File: config.mk
export PLATFORM = sky130hd
export DESIGN_NAME = winograd_in_tf
export DESIGN_NICKNAME = d
export VERILOG_FILES = /design/src/rtl/winograd_in_tf.sv
export SDC_FILE = /design/constraint.sdc
export NUM_CORES = 2
export LEC_CHECK = 0
export CORE_UTILIZATION = 34
export DETAILED_ROUTE_END_ITERATION = 8
export GPL_ROUTABILITY_DRIVEN = 0
export MAX_ROUTING_LAYER = met4
export PLACE_DENSITY = 0.47
export SYNTH_ARGS = -nofsm -noshare
export SYNTH_HDL_FRONTEND = slang
export SYNTH_SLANG_ARGS = --single-unit
File: constraint.sdc
create_clock -name clk -period 9.37 [get_ports clk]
set_input_delay 1.874 -clock clk [delete_from_list [all_inputs] [get_ports clk]]
set_output_delay 1.874 -clock clk [all_outputs]
set_load 0.05 [all_outputs]
File: src/rtl/winograd_in_tf.sv
// Winograd F(2,3) input transform U = B^T d B on 4x4 tiles, one column per beat in and out.
// Latency: the column stage runs on accept; a tile is drainable the cycle after its 4th column is accepted.
// Backpressure: two ping-pong V banks; in_ready drops only when both banks hold undrained tiles.
// Optional: define WINO_IN_SAT_EN to saturate outputs to 32-bit signed range instead of wrapping.
module winograd_in_tf (
  input  logic               clk,
  input  logic               rst,
  input  logic               in_valid,
  output logic               in_ready,
  input  logic signed [31:0] in_1,
  input  logic signed [31:0] in_2,
  input  logic signed [31:0] in_3,
  input  logic signed [31:0] in_4,
  output logic               out_valid,
  input  logic               out_ready,
  output logic signed [31:0] out_1,
  output logic signed [31:0] out_2,
  output logic signed [31:0] out_3,
  output logic signed [31:0] out_4,
  output logic               out_last
);

  // Control state
  logic [1:0] full_q, full_d;
  logic       wptr_q, wptr_d;
  logic       rptr_q, rptr_d;
  logic [1:0] wcol_q, wcol_d;
  logic [1:0] rcol_q, rcol_d;

  // V storage, indexed [bank][column][row]; contents need no reset
  logic signed [32:0] bank_q [2][4][4];
  logic signed [32:0] bank_d [2][4][4];

  logic signed [32:0] d_ext [4];
  logic signed [32:0] v_col [4];
  logic signed [33:0] vx    [4][4];   // read bank widened, [column][row]
  logic signed [33:0] u_col [4];      // row-stage result for column rcol, [row]

  logic in_acc;
  logic out_acc;

  assign in_ready  = ~full_q[wptr_q];
  assign out_valid = full_q[rptr_q];
  assign in_acc    = in_valid & in_ready;
  assign out_acc   = out_valid & out_ready;
  assign out_last  = out_valid & (rcol_q == 2'd3);

  // Reduce a 34-bit row-stage result to the 32-bit output format
  function automatic logic [31:0] fit32(input logic signed [33:0] x);
`ifdef WINO_IN_SAT_EN
    if (x[33:31] == 3'b000 || x[33:31] == 3'b111) begin
      fit32 = x[31:0];
    end else if (x[33]) begin
      fit32 = 32'h8000_0000;
    end else begin
      fit32 = 32'h7FFF_FFFF;
    end
`else
    fit32 = 32'(x);
`endif
  endfunction

  // Column stage: V[:,k] = B^T d[:,k], computed on the incoming beat
  always_comb begin
    d_ext[0] = {in_1[31], in_1};
    d_ext[1] = {in_2[31], in_2};
    d_ext[2] = {in_3[31], in_3};
    d_ext[3] = {in_4[31], in_4};
    v_col[0] = d_ext[0] - d_ext[2];
    v_col[1] = d_ext[1] + d_ext[2];
    v_col[2] = d_ext[2] - d_ext[1];
    v_col[3] = d_ext[1] - d_ext[3];
  end

  // Bank write: store the transformed column into the write bank at wcol
  always_comb begin
    bank_d = bank_q;
    if (in_acc) begin
      for (int r = 0; r < 4; r++) begin
        bank_d[wptr_q][wcol_q][r] = v_col[r];
      end
    end
  end

  // Sign-extend the read bank to the row-stage width
  always_comb begin
    for (int c = 0; c < 4; c++) begin
      for (int r = 0; r < 4; r++) begin
        vx[c][r] = {bank_q[rptr_q][c][r][32], bank_q[rptr_q][c][r]};
      end
    end
  end

  // Row stage: output column rcol combines two stored V columns per row
  always_comb begin
    for (int r = 0; r < 4; r++) begin
      case (rcol_q)
        2'd0:    u_col[r] = vx[0][r] - vx[2][r];
        2'd1:    u_col[r] = vx[1][r] + vx[2][r];
        2'd2:    u_col[r] = vx[2][r] - vx[1][r];
        default: u_col[r] = vx[1][r] - vx[3][r];
      endcase
    end
  end

  // Output data, held at zero whenever no beat is presented
  always_comb begin
    out_1 = '0;
    out_2 = '0;
    out_3 = '0;
    out_4 = '0;
    if (out_valid) begin
      out_1 = fit32(u_col[0]);
      out_2 = fit32(u_col[1]);
      out_3 = fit32(u_col[2]);
      out_4 = fit32(u_col[3]);
    end
  end

  // Next-state for pointers, column counters and full flags; fill and drain
  // always target different banks, so both updates can land in one cycle
  always_comb begin
    full_d = full_q;
    wptr_d = wptr_q;
    rptr_d = rptr_q;
    wcol_d = wcol_q;
    rcol_d = rcol_q;
    if (in_acc) begin
      wcol_d = wcol_q + 2'd1;
      if (wcol_q == 2'd3) begin
        full_d[wptr_q] = 1'b1;
        wptr_d         = ~wptr_q;
      end
    end
    if (out_acc) begin
      rcol_d = rcol_q + 2'd1;
      if (rcol_q == 2'd3) begin
        full_d[rptr_q] = 1'b0;
        rptr_d         = ~rptr_q;
      end
    end
  end

  // Control registers; reset discards any partial or stored tile
  always_ff @(posedge clk or posedge rst) begin
    if (rst) begin
      full_q <= 2'b00;
      wptr_q <= 1'b0;
      rptr_q <= 1'b0;
      wcol_q <= 2'd0;
      rcol_q <= 2'd0;
    end else begin
      full_q <= full_d;
      wptr_q <= wptr_d;
      rptr_q <= rptr_d;
      wcol_q <= wcol_d;
      rcol_q <= rcol_d;
    end
  end

  // Bank storage registers
  always_ff @(posedge clk) begin
    bank_q <= bank_d;
  end

endmodule
[Word level (Yosys, flattened, before mapping)]
Cells that the tools add are included.
Operators by class
  add/subtract/negate cells: 22
  order comparisons: 9
  eq/ne operators: 4
  mux-type cells: 43
  bitwise logic cells: 12
  reductions and logical operators: 7
Operator list (number)
  $bwmux W1056: 4
  $demux W528 S1: 4
  $mux W528: 4
  $mux W527: 3
  $demux W132 S2: 4
  $pmux W32 S3: 4
  $sub A32 B32 Y32: 12
  $mux W132: 1
  $add A32 B32 Y32: 4
  $mux W32: 4
  $mux W99: 1
  $sub A32 B32 Y33: 3
  $mux W66: 1
  $add A32 B32 Y33: 1
  $mux W33: 1
  $mux W2: 4
  $eq A2 B2 Y1 const B: 3
  $mux W1: 6
  $add A2 B1 Y2 const B: 2
  $ge A2 B2 Y1 const B: 2
  $logic_and A1 B1 Y1: 4
  $lt A1 B2 Y1 const B: 2
  $not A1 Y2: 2
  $reduce_and A2 Y1: 2
  other kinds (13): 19
Word-level totals
  flip-flop bits (word level): 1064
  input bits: 132
  output and inout port bits: 131

[Depth between registers and ports, before layout]
  word-level depth: 11
  mapped depth: 34

[Worst setup path before layout]
Ideal clock, no wire load.
  path type: flip-flop to output port
  start: register rptr_q
  end: output out_3[29]
  arrival: 7.092 ns
  data required time: 7.496 ns
  path slack: 0.404 ns
  stages on the path, launching flop included: 32
  buffers on the path: 11
  cells stage by stage: dfrtp_1 > buf_6 > buf_6 > buf_6 > buf_6 > buf_6 > buf_2 > buf_2 > buf_4 > buf_4 > buf_2 > buf_4 > mux2i_1 > ha_1 > nand3_1 > nor3_1 > inv_1 > nor4_1 > a21oi_1 > xnor2_1 > ha_1 > a21o_1 > a21o_1 > a21o_1 > a21oi_1 > o211ai_1 > a211oi_1 > o31ai_1 > and2_1 > nor2_1 > a221oi_1 > a211oi_1
On the way
  cells in the longest elaborated chain, start to end: 7
  elaborated cells on any way between the ends: 12
  those cells by class: add/sub (4); mux (7); bitwise (1)
Ends and longest elaborated chain
  start: declaration: line 26  | logic rptr_q, rptr_d;
  start signal: assignment: line 155  | rptr_q <= rptr_d;
  $not A1 Y2 (not written as such): line 89  | vx[c][r] = {bank_q[rptr_q][c][r][32], bank_q[rptr_q][c][r]};
  $mux W527 (3 in series)
  $sub A32 B32 Y32, or another cell as far along: line 101  | default: u_col[r] = vx[1][r] - vx[3][r];
  $pmux W32 S3: line 97  | case (rcol_q)
  $mux W32 *: line 112  | if (out_valid) begin
  end: declaration: line 18  | output logic signed [31:0] out_3,
Mark *: on every way between the ends. The rest lies on a longest branch, timed or not. The select of a mux whose other input is x is not followed.

[Worst setup path in the final report]
  start: register rptr_q
  end: output out_2[31]
On the way
  cells in the longest elaborated chain, start to end: 7
  elaborated cells on any way between the ends: 12
  those cells by class: add/sub (4); mux (7); bitwise (1)
Ends and longest elaborated chain
  $not A1 Y2 (not written as such): line 89
  $mux W527 (3 in series)
  $sub A32 B32 Y32, or another cell as far along: line 101
  $pmux W32 S3: line 97
  $mux W32 *: line 112
  end: declaration: line 17  | output logic signed [31:0] out_2,
Marked as above.

==> results.md <==
* Fin Hold WS at 0.549 ns
* IO Pins at 263
* Worst Hold Class: flip-flop to flip-flop
* Sink Count at 1,024
* Longest Clk Path Bufs at 3
* Fraction of layout cells with a size suffix above 1 at 8.73%
* Period utilization at 97.6%
* Status: complete, no violations
* Initial DRC count at 4,227
* 1st-pass router iterations at 6
* Fin Setup TNS at 0 ns
* Post-DRT Antenna Nets at 0
* Maxcap violations at 0
* Max-slew headroom at 13.3%
* FP Rows at 163
* Post-synthesis sequential area ratio at 45.5%
* Met3 Usage GRT at 2.41%
* Die footprint at 200,000 um2
* Ys Warns at 0
* Total track usage at 24.3%
* EDFF count, synth at 1,016
* Nets at 7,161
* Syn avg cell area at 10.8 um2
* CTS tree: built
* Synth Register Bits at 1,024
* H-tree lvl count at 3
* Largest cells by area after synthesis: edfxtp_1 (45%), ha_1 (9.4%), xnor2_1 (5.4%), mux2i_1 (4.8%), nor2_1 (3.4%)
* Met2 GRT Util at 38.6%
* Vias at 50,500
* Ys flop type: edfxtp_1
* Die width at 448 um
* Largest net degree at the start of global routing at 114
* Slew Viols, Final at 0
* Commonest non-fill, non-tap cell in the layout: edfxtp_1
* Netlist cell types at 118
* Max frequency at 109 MHz
* WL/cell at 26.1 um
* Cts hold-fix bufs at 0
* Finish-stage setup viols at 0
* Vias/cell at 5.45
* RSZ-0062 raised after global routing: no
* Met1 Usage GRT at 31.4%
* Starting Density at 34.2%
* Final min period at 9.15 ns
* Global-route wire length before repair at 345,000 um
* Mapped Cells at 6,252
* CP Launch Type: flip-flop
* Worst-path clk slew at 0.06 ns
* Yosys top cell area share at 45.2%
* Gr busiest metal: met2
* Async set-or-reset flop fraction in the synthesized netlist at 0.781%
* Most frequent cells in the layout: edfxtp_1 (1,016), nor2_1 (598), ha_1 (502)
* Core Region at 197,000 um2
* Mapped Nets at 6,905
* WS Path Type: flip-flop to primary output
* Post-synth top area cell: edfxtp_1
* Worst endpoint required time at 7.50 ns
* Area Overhead vs Synth at 14.6%
* Worst Skew at 0.0298 ns
* Detailed-route wire length at 242,000 um
* GRT Residual Overflow at 0
* Dpl hpwl at 176,000 um
* Clock buffer count from CTS at 119
* Slew at the pin closest to its max-slew limit at 1.29 ns
* Post-synthesis cell area at 67,500 um2
* DRC violations left at 0
* Final Hold Fails at 0
* Number of global-route vias before repair at 49,400
* Peak fanout along the critical path at 61
* IO buf count at 262
* Initial antenna violation count at 9
* Worst skew pair latency at 0.78 ns
* Critical Path AT at 7.27 ns
* Root Buffer: clkbuf_16
* Die H at 448 um
* Critical Path End Type: primary output
final timing paths:
path	depth (start not counted)	to	from	slack (ns)
setup / recovery	23	out_2[31]	rptr_q$_DFFE_PP0P_	0.22
hold / removal	1	wcol_q[0]$_DFFE_PP0P_	wcol_q[0]$_DFFE_PP0P_	0.55
setup reg to reg	5	bank_q[456]$_DFFE_PP_	wptr_q$_DFFE_PP0P_	5.31
hold reg to reg	1	wcol_q[0]$_DFFE_PP0P_	wcol_q[0]$_DFFE_PP0P_	0.55
max in group asynchronous	2	rptr_q$_DFFE_PP0P_	rst	7.32
min in group asynchronous	2	rcol_q[0]$_DFFE_PP0P_	rst	1.55
flip-flops by register name (all words and copies together) (netlist names):
| name | count |
|---|---|
| bank_q | 1016 |
| wcol_q | 2 |
| rcol_q | 2 |
| full_q | 2 |
| wptr_q | 1 |
| rptr_q | 1 |
logic make-up after synthesis:
group / share of synthesized area (%)
AO/OA/AOI/OAI: 15.5
flip-flops: 45.5
buffers and inverters: 3.91
multiplexers: 7.82
XOR/XNOR: 7.66
adder cells (fa/ha/maj): 9.83
AND/OR/NAND/NOR: 9.76
worst max-delay path, stage by stage (launching register included):
cell and delay [ns]:
dfrtp_4 0.71, buf_16 0.41, mux2i_4 0.43, ha_1 0.30, o21ai_0 0.26, or2_1 0.33
nor2_1 0.26, and2_1 0.26, a21oi_1 0.10, xnor2_1 0.15, ha_1 0.40, a21o_1 0.22
a21o_1 0.19, a21oi_1 0.21, o311a_1 0.19, o21ai_0 0.25, a21boi_1 0.30, o21bai_1 0.16
a221oi_1 0.42, xnor2_1 0.17, a22oi_1 0.08, o22ai_1 0.23, buf_4 0.20, buf_12 0.14
layout make-up:
| class | count | area, um2 |
|---|---|---|
| tap | 2640 | 3300 |
| clock buffer | 142 | 3110 |
| clock inverter | 81 | 773 |
| fill | 19400 | 120000 |
| inverter | 430 | 1610 |
| antenna | 6 | 15.0 |
| sequential | 1024 | 30700 |
| timing repair buffer | 356 | 3560 |
| multi-input combinational | 4577 | 34300 |
metal layers:
metal  vias to the layer above  part of all wire, %
li1                      23700                    -
met1                     25100                   44
met2                      1316                   47
met3                       343                  4.0
met4                         0                  5.1
met5                         -                    0
cell usage after synthesis (65+ instances only):
library cell / instances
inv_1: 426
nor3_1: 96
a221oi_1: 98
ha_1: 505
nor2b_1: 65
a21oi_1: 454
edfxtp_1: 1016
a31oi_1: 67
mux2_2: 176
nand2b_1: 77
nand2_1: 234
a211oi_1: 121
o21ai_0: 227
a21o_1: 184
nor2_1: 608
clkbuf_1: 144
mux2i_1: 325
xnor2_1: 416
o21a_1: 66
nand3_1: 68
xor2_1: 169
o21bai_1: 65
timing repair:
| action | 4_1_cts | 5_1_grt |
|---|---|---|
| cloned | 0 | 0 |
| endpoints found under the setup margin | 1 | 2 |
| endpoints found under the hold margin | 0 | 0 |
| resized for setup | 1 | 3 |
| buffers inserted | 1 | 0 |
per-stage QoR:
| stage | worst slack [ns] | util (%) | cell area [um2] | instances |
|---|---|---|---|---|
| floorplan | 0.404 | - | 67500 | 6252 |
| global placement | 0.730 | 37.2 | 73500 | 9026 |
| detailed placement | 0.722 | 37.2 | 73500 | 9026 |
| CTS | 0.108 | 39.2 | 77400 | 9250 |
| global route | 0.0535 | 39.2 | 77400 | 9256 |
| finish | 0.222 | 39.2 | 77400 | 9256 |
Power is not shown: default switching activity piles up to over one toggle a cycle in this logic, so the estimate is an artifact.
